File: src/rtl/player_ctrl_multi.sv
// player_ctrl_multi: position, health and immunity for NUM_PLAYERS independent players.
// Define HEAL_EN to let the heal strobes restore health (saturating at MAX_HP).
module player_ctrl_multi #(
  parameter int NUM_PLAYERS   = 2,
  parameter int X_W           = 10,
  parameter int HP_W          = 2,
  parameter int MAX_HP        = 3,
  parameter int START_X       = 300,
  parameter int START_SPACING = 200,
  parameter int PLAYER_W      = 30,
  parameter int STEP          = 15,
  parameter int LEFT_BOUNDARY = 144,
  parameter int RIGHT_BOUNDARY = 784,
  parameter int TMR_W         = 32
) (
  input  logic                        clk_master,
  input  logic                        rst,
  input  logic                        pulse_stepCycle,
  input  logic [NUM_PLAYERS-1:0]      mv_left,
  input  logic [NUM_PLAYERS-1:0]      mv_right,
  input  logic [NUM_PLAYERS-1:0]      hit,
  input  logic [NUM_PLAYERS-1:0]      heal,
  input  logic [TMR_W-1:0]            delay,
  output logic [NUM_PLAYERS*X_W-1:0]  player_x,
  output logic [NUM_PLAYERS*HP_W-1:0] player_hp,
  output logic [NUM_PLAYERS-1:0]      immune,
  output logic [NUM_PLAYERS-1:0]      alive,
  output logic                        game_over
);
  typedef enum logic [1:0] {ALIVE, IMMUNE, DEAD} state_t;
  localparam int XE = X_W + 2;
  logic [TMR_W-1:0]       eff_delay;
  logic [NUM_PLAYERS-1:0] dead;
  assign eff_delay = (delay == '0) ? TMR_W'(1) : delay;
  assign game_over = &dead;
`ifndef HEAL_EN
  logic heal_unused;
  assign heal_unused = ^heal;
`endif
  for (genvar i = 0; i < NUM_PLAYERS; i++) begin : g_p
    state_t          state_q;
    logic [X_W-1:0]  x_q, x_d;
    logic [HP_W-1:0] hp_q;
    logic [TMR_W-1:0] tmr_q;
    logic [XE-1:0]   xe;
    logic            can_l, can_r, go_l, go_r, heal_ok;
    // widened compares so x near the top of X_W cannot wrap past the boundary
    assign xe    = XE'(x_q);
    assign can_l = xe >= XE'(LEFT_BOUNDARY + STEP);
    assign can_r = xe + XE'(STEP + PLAYER_W) <= XE'(RIGHT_BOUNDARY);
    assign go_l  = pulse_stepCycle && state_q != DEAD && mv_left[i] && !mv_right[i] && can_l;
    assign go_r  = pulse_stepCycle && state_q != DEAD && mv_right[i] && !mv_left[i] && can_r;
    assign x_d   = go_l ? x_q - X_W'(STEP) : go_r ? x_q + X_W'(STEP) : x_q;
`ifdef HEAL_EN
    assign heal_ok = heal[i] && hp_q != HP_W'(MAX_HP);
`else
    assign heal_ok = 1'b0;
`endif
    always_ff @(posedge clk_master) begin
      if (rst) begin
        state_q <= ALIVE;
        x_q     <= X_W'(START_X + i * START_SPACING);
        hp_q    <= HP_W'(MAX_HP);
        tmr_q   <= '0;
      end else begin
        x_q <= x_d;
        case (state_q)
          ALIVE:
            if (hit[i]) begin
              hp_q    <= hp_q - HP_W'(1);
              tmr_q   <= '0;
              state_q <= (hp_q > HP_W'(1)) ? IMMUNE : DEAD;
            end else if (heal_ok) hp_q <= hp_q + HP_W'(1);
          IMMUNE: begin
            tmr_q <= tmr_q + TMR_W'(1);
            if (tmr_q == eff_delay - TMR_W'(1)) state_q <= ALIVE;
            if (heal_ok) hp_q <= hp_q + HP_W'(1);
          end
          default: ;
        endcase
      end
    end
    assign player_x[i*X_W +: X_W]    = x_q;
    assign player_hp[i*HP_W +: HP_W] = hp_q;
    assign immune[i] = state_q == IMMUNE;
    assign alive[i]  = state_q != DEAD;
    assign dead[i]   = state_q == DEAD;
  end
endmodule

File: config.mk
export PLATFORM = sky130hd
export DESIGN_NAME = player_ctrl_multi
export DESIGN_NICKNAME = d
export VERILOG_FILES = /design/src/rtl/player_ctrl_multi.sv
export SDC_FILE = /design/constraint.sdc
export NUM_CORES = 1
export LEC_CHECK = 0
export BUFFER_PORTS_ARGS = -buffer_cell sky130_fd_sc_hd__buf_2
export CORE_UTILIZATION = 61
export DETAILED_ROUTE_END_ITERATION = 16
export GPL_TIMING_DRIVEN = 0
export PLACE_DENSITY = 0.82
export SYNTH_ARGS = -nofsm -noshare
export SYNTH_HDL_FRONTEND = slang
export SYNTH_SLANG_ARGS = --single-unit
File: constraint.sdc
create_clock -name clk_master -period 4.9 [get_ports clk_master]
set_clock_uncertainty 0.1 [all_clocks]
set_input_delay 0.245 -clock clk_master [delete_from_list [all_inputs] [get_ports clk_master]]
set_output_delay 0.245 -clock clk_master [all_outputs]
set_load 0.005 [all_outputs]
After elaboration in Yosys (flattened, before gate mapping). Cells that the tools add are included.

Register bits after elaboration: 92. Bits of input ports: 43. Output and inout bits: 29.

Mux-type cells: 17. Add/subtract/negate cells: 11. Reduce and logical (&&, ||, !) cells: 32. Order comparisons: 6. Equality and inequality tests: 12.

Operators by type and width (count): 32-bit case mux with 2 select lines (2); 32-bit 2-to-1 mux (3); 32-bit by 1-bit adder with 32-bit output (second input constant) (2); 32-bit == test (2); 10-bit 2-to-1 mux (4); 32-bit zero test (1); 32-bit by 1-bit subtractor with 32-bit output (second input constant) (1); 10-bit by 6-bit adder with 11-bit output (second input constant) (2); 11-bit by 10-bit <= comparator with 1-bit output (second input constant) (2); 10-bit by 4-bit adder with 10-bit output (second input constant) (2); 10-bit by 8-bit >= comparator with 1-bit output (second input constant) (2); 10-bit by 4-bit subtractor with 10-bit output (second input constant) (2); 1-bit logical AND (14); 2-bit 2-to-1 mux (6); 2-bit AND reduction (5); 2-bit inequality test (second input constant) (4); 2-bit case mux with 2 select lines (2); 2-bit nonzero test (4); 3-bit AND reduction (2); 2-bit by 1-bit == test with 1-bit output (second input constant) (2); 2-bit == test (second input constant) (2); 2-bit by 1-bit greater-than comparator with 1-bit output (second input constant) (2); 1-bit zero test (4); 2-bit zero test (2); 2 further kinds (4).

Depth between registers and ports, before layout.
Depth after elaboration: 7. Gate-level depth with buffers: 17. Mapped depth without buffers: 15.

Worst setup path after synthesis. OpenSTA, ideal clock, no wires.

Kind: input to register. From: input port delay[29]. To: register g_p[0].state_q[1]. Setup slack: 0.980 ns. Library setup time: 0.059 ns. Stages on the path: 16. Required time: 4.741 ns. Data arrival time: 3.761 ns. Path through: clkbuf_1 > nor3_1 > nand4b_1 > clkbuf_1 > nor3_2 > nor2_1 > ha_1 > or4b_2 > or3_1 > a222oi_1 > o2111ai_1 > nor4_1 > nand4_1 > nor4_1 > and4_1 > o311a_1.

Cells in the longest elaborated chain, start to end: 6.

RTL lines: from (decl) (line 23) `input logic [TMR_W-1:0] delay,`; 32-bit zero test (line 34) `assign eff_delay = (delay == '0) ? TMR_W'(1) : delay;`; 32-bit 2-to-1 mux (*) (line 34); 32-bit by 1-bit subtractor with 32-bit output (*) (line 76) `if (tmr_q == eff_delay - TMR_W'(1)) state_q <= ALIVE;`; 32-bit == test (*) (line 76); 2-bit by 1-bit inequality test with 1-bit output (no line) (*); 3-bit AND reduction (no line) (*); to (signal assigned) (line 72) `state_q <= (hp_q > HP_W'(1)) ? IMMUNE : DEAD;`; to (decl) (line 41) `state_t state_q;`.

Mark *: on every way between the ends. The rest lies on a longest branch, timed or not. A chain may end at the register's enable or synchronous reset.

Worst setup path after layout.
From: input port delay[25]. To: register g_p[0].state_q[0].

The elaborated chain is that of the path after synthesis.

==> results_dict.tcl <==
set metrics [dict create \
    status "complete, no violations" \
    crit_fanout 10 \
    p_comb_frac 0.232 \
    final_cell_area_sq_um 7940 \
    hold_viol 0 \
    period_minus_slack_ns 4.60 \
    timing.rr.start "g_p[1].x_q[0]" \
    tritoncts "built" \
    synth_top_cell_by_area "dfxtp_1" \
    area_growth_pct 11.0 \
    reg2reg_to "g_p[1].x_q[9]" \
    drc 0 \
    grt.total_usage 0.335 \
    ys.flop_type "dfxtp_1" \
    worst_ep_required_time_ns 5.01 \
    holdCritPathClass "input pin to flip-flop" \
    power_density_nw_per_um2 256 \
    fp.coreArea_sq_um 11400 \
    synth.most_common_cell "nor2_1" \
    vdd_drop_max_v 0.000267 \
    whs_ns 0.0559 \
    cts_buffers 9 \
    root_buffer "clkbuf_16" \
    fin_setup_tns_ns 0 \
    syn_nets 1011 \
    seqPwrFrac 0.402 \
    drtIter0Drc 754 \
    cts_resized 0 \
    reg2reg_depth 14 \
    clkPwrFrac 0.366 \
    gp_congestion 0.981 \
    grt_pass1_vias 6538 \
    r2r_slack_ns 0.91 \
    timing.fmax_mhz 217 \
    wl_per_cell_um 17.5 \
    ys_top_cells_by_area "dfxtp_1 (26%), nor2_1 (5.9%), xnor2_1 (5.3%)" \
    leakage_nw 2.84 \
    yosys_warnings 0 \
    crit_path_end "g_p[0].state_q[0]" \
    clk_latency_ns 0.36 \
    synth-seq-cells 92 \
    p_total_w 0.00203 \
    netSwitchingPower_w 0.000648 \
    post_cts_buffers 0 \
    drive_gt1_frac 0.125 \
    synth.cells.most_frequent "nor2_1 (113), dfxtp_1 (92), nand2_1 (90)" \
    rsz0062_at_grt "no" \
    antenna_found_initial 0 \
    synth.distinct_cells 81 \
    min_period_over_period 0.939 \
    num_antenna_cells 0 \
    grt_overflow 0 \
    intPower_w 0.00139 \
    die_w_um 110 \
    setup.worst_path.end_class "flip-flop" \
    synth_top_area_share 0.257 \
    synth_edf_count 0 \
    hold_buffers 0 \
    async_flop_share 0 \
    slew_headroom 0.373 \
    row_count 39 \
    tightest_slew_ns 0.934 \
    cp.arrival_ns 4.71 \
    cts.sinks 92 \
    setup_viol 0 \
    wl_um 20300 \
    avgViaCountPerCell 6.37 \
    slew_viol_final 0 \
    startpoint "delay[25]" \
    ys_seq_area_frac 0.257 \
    nNetsFinal 1080 \
    grt_pass1_wl_um 31400 \
    die_h_um 110 \
    path_clk_slew_ns 0.07 \
    start_util 0.627 \
    swShare 0.318 \
    clk_path_buf_depth 2 \
    dieArea_sq_um 12200 \
    drtPass1Iterations 5 \
    ant_nets 0 \
    htree_levels 3 \
    synthesis.instances 945 \
    n_fill_cell 983 \
    netlist_area_sq_um 7160 \
    io_buffers 58 \
    critPathLaunchType "input pin" \
    drv_cap 0 \
    io_pins 72 \
    grt_max_degree 18 \
    final_core_utilization 0.695 \
    place_area_sq_um 7620 \
    critPathKind "input pin to flip-flop" \
    dp_hpwl_um 15300 \
    avgSynthCellArea_sq_um 7.57 \
    vias 7406 \
]
placed cells by master, fill, tap and decap left out, types with 7 or more instances in the layout:
cell and instances:
o21bai_1 7, a21oi_1 67, nand4_1 26, o21a_1 9
mux2_2 15, nor4_1 16, mux2i_1 17, a21o_1 7
a311oi_1 8, clkbuf_16 9, xor2_1 28, nor2b_1 7
nor2_1 113, and3_1 18, a31oi_1 8, inv_1 28
or2_2 13, dfxtp_1 92, nand2b_1 8, nor3_1 23
or3_1 19, o2111ai_1 11, buf_2 63, nor3b_1 7
nand2_1 90, o211ai_1 20, ha_1 21, xnor2_1 43
clkbuf_1 41, o21ai_0 29, nand3_1 50
stage by stage:
| step | setup WS (ns) | instances |
|---|---|---|
| 2_1_floorplan | 0.980 | 945 |
| 3_3_place_gp | 0.151 | 1146 |
| 3_5_place_dp | 0.159 | 1146 |
| 4_1_cts | 0.498 | 1162 |
| 5_1_grt | 0.0941 | 1162 |
| 6_report | 0.298 | 1162 |
how the worst min path moves through the flow:
| stage | slack [ns] | start | cells past startpoint | to |
|---|---|---|---|---|
| after floorplan | 0.31 | hit[0] | 1 | g_p[0].state_q[1] |
| after global placement | 0.40 | g_p[1].tmr_q[30] | 2 | g_p[1].tmr_q[30] |
| after detailed placement | 0.41 | g_p[0].tmr_q[20] | 2 | g_p[0].tmr_q[20] |
| after CTS | 0.05 | hit[0] | 2 | g_p[0].state_q[1] |
| after global routing | 0.06 | hit[0] | 2 | g_p[0].state_q[1] |
| final | 0.06 | hit[0] | 2 | g_p[0].state_q[1] |
sequential cells by signal, summed over array words and instances (netlist names):
register and flops:
g_p.tmr_q 64, g_p.x_q 20, g_p.state_q 4, g_p.hp_q 4
cells by family (layout without fill, tap and decap cells):
group / after synthesis / count (layout) / synth area share
buffers and inverters: 79 / 153 / 0.0444
xor gates and xnor gates: 74 / 74 / 0.0965
adders and majority gates: 23 / 23 / 0.0423
DFF: 92 / 92 / 0.257
and+or+nand+nor: 434 / 434 / 0.313
AOI/OAI and AO/OA: 211 / 211 / 0.199
muxes: 32 / 32 / 0.0474
power by group through the flow:
stage	Clock, W	Combinational [W]	Sequential, W
finish	0.000745	0.000473	0.000817
global route	0.000784	0.000519	0.000823
CTS	0.000752	0.000465	0.000817
detailed placement	0	0.000461	0.000833
global placement	0	0.000450	0.000833
floorplan	0	0.000324	0.000829
worst max-delay path, cell delays in order:
cell,delay (ns)
clkbuf_1,0.38
nor4_1,0.12
nand4b_1,0.14
clkbuf_1,0.41
nor3_2,0.19
nor2_1,0.13
ha_1,0.31
or4b_2,0.67
or3_1,0.41
a222oi_1,0.33
o2111ai_1,0.16
nor4_1,0.38
nand4_1,0.18
nor4_1,0.26
and4_1,0.30
nor3_1,0.07
layer usage:
metal | track usage | up-vias | part of all wire
li1 | - | 3599 | -
met1 | 0.428 | 3435 | 0.43
met2 | 0.556 | 334 | 0.46
met3 | 0.0805 | 38 | 0.087
met4 | 0.105 | 0 | 0.021
met5 | 0 | - | 0
area by class of cell:
type	instances	area, sq um	share of cell area
multi-input combinational	774	5000	0.629
sequential	92	1840	0.232
timing repair buffer	58	290	0.0366
clock buffer	10	239	0.0301
buffer	51	213	0.0268
tap	143	179	0.0225
inverter	28	105	0.0132
clock inverter	6	76.3	0.00961
(Power assumes the default switching activity.)
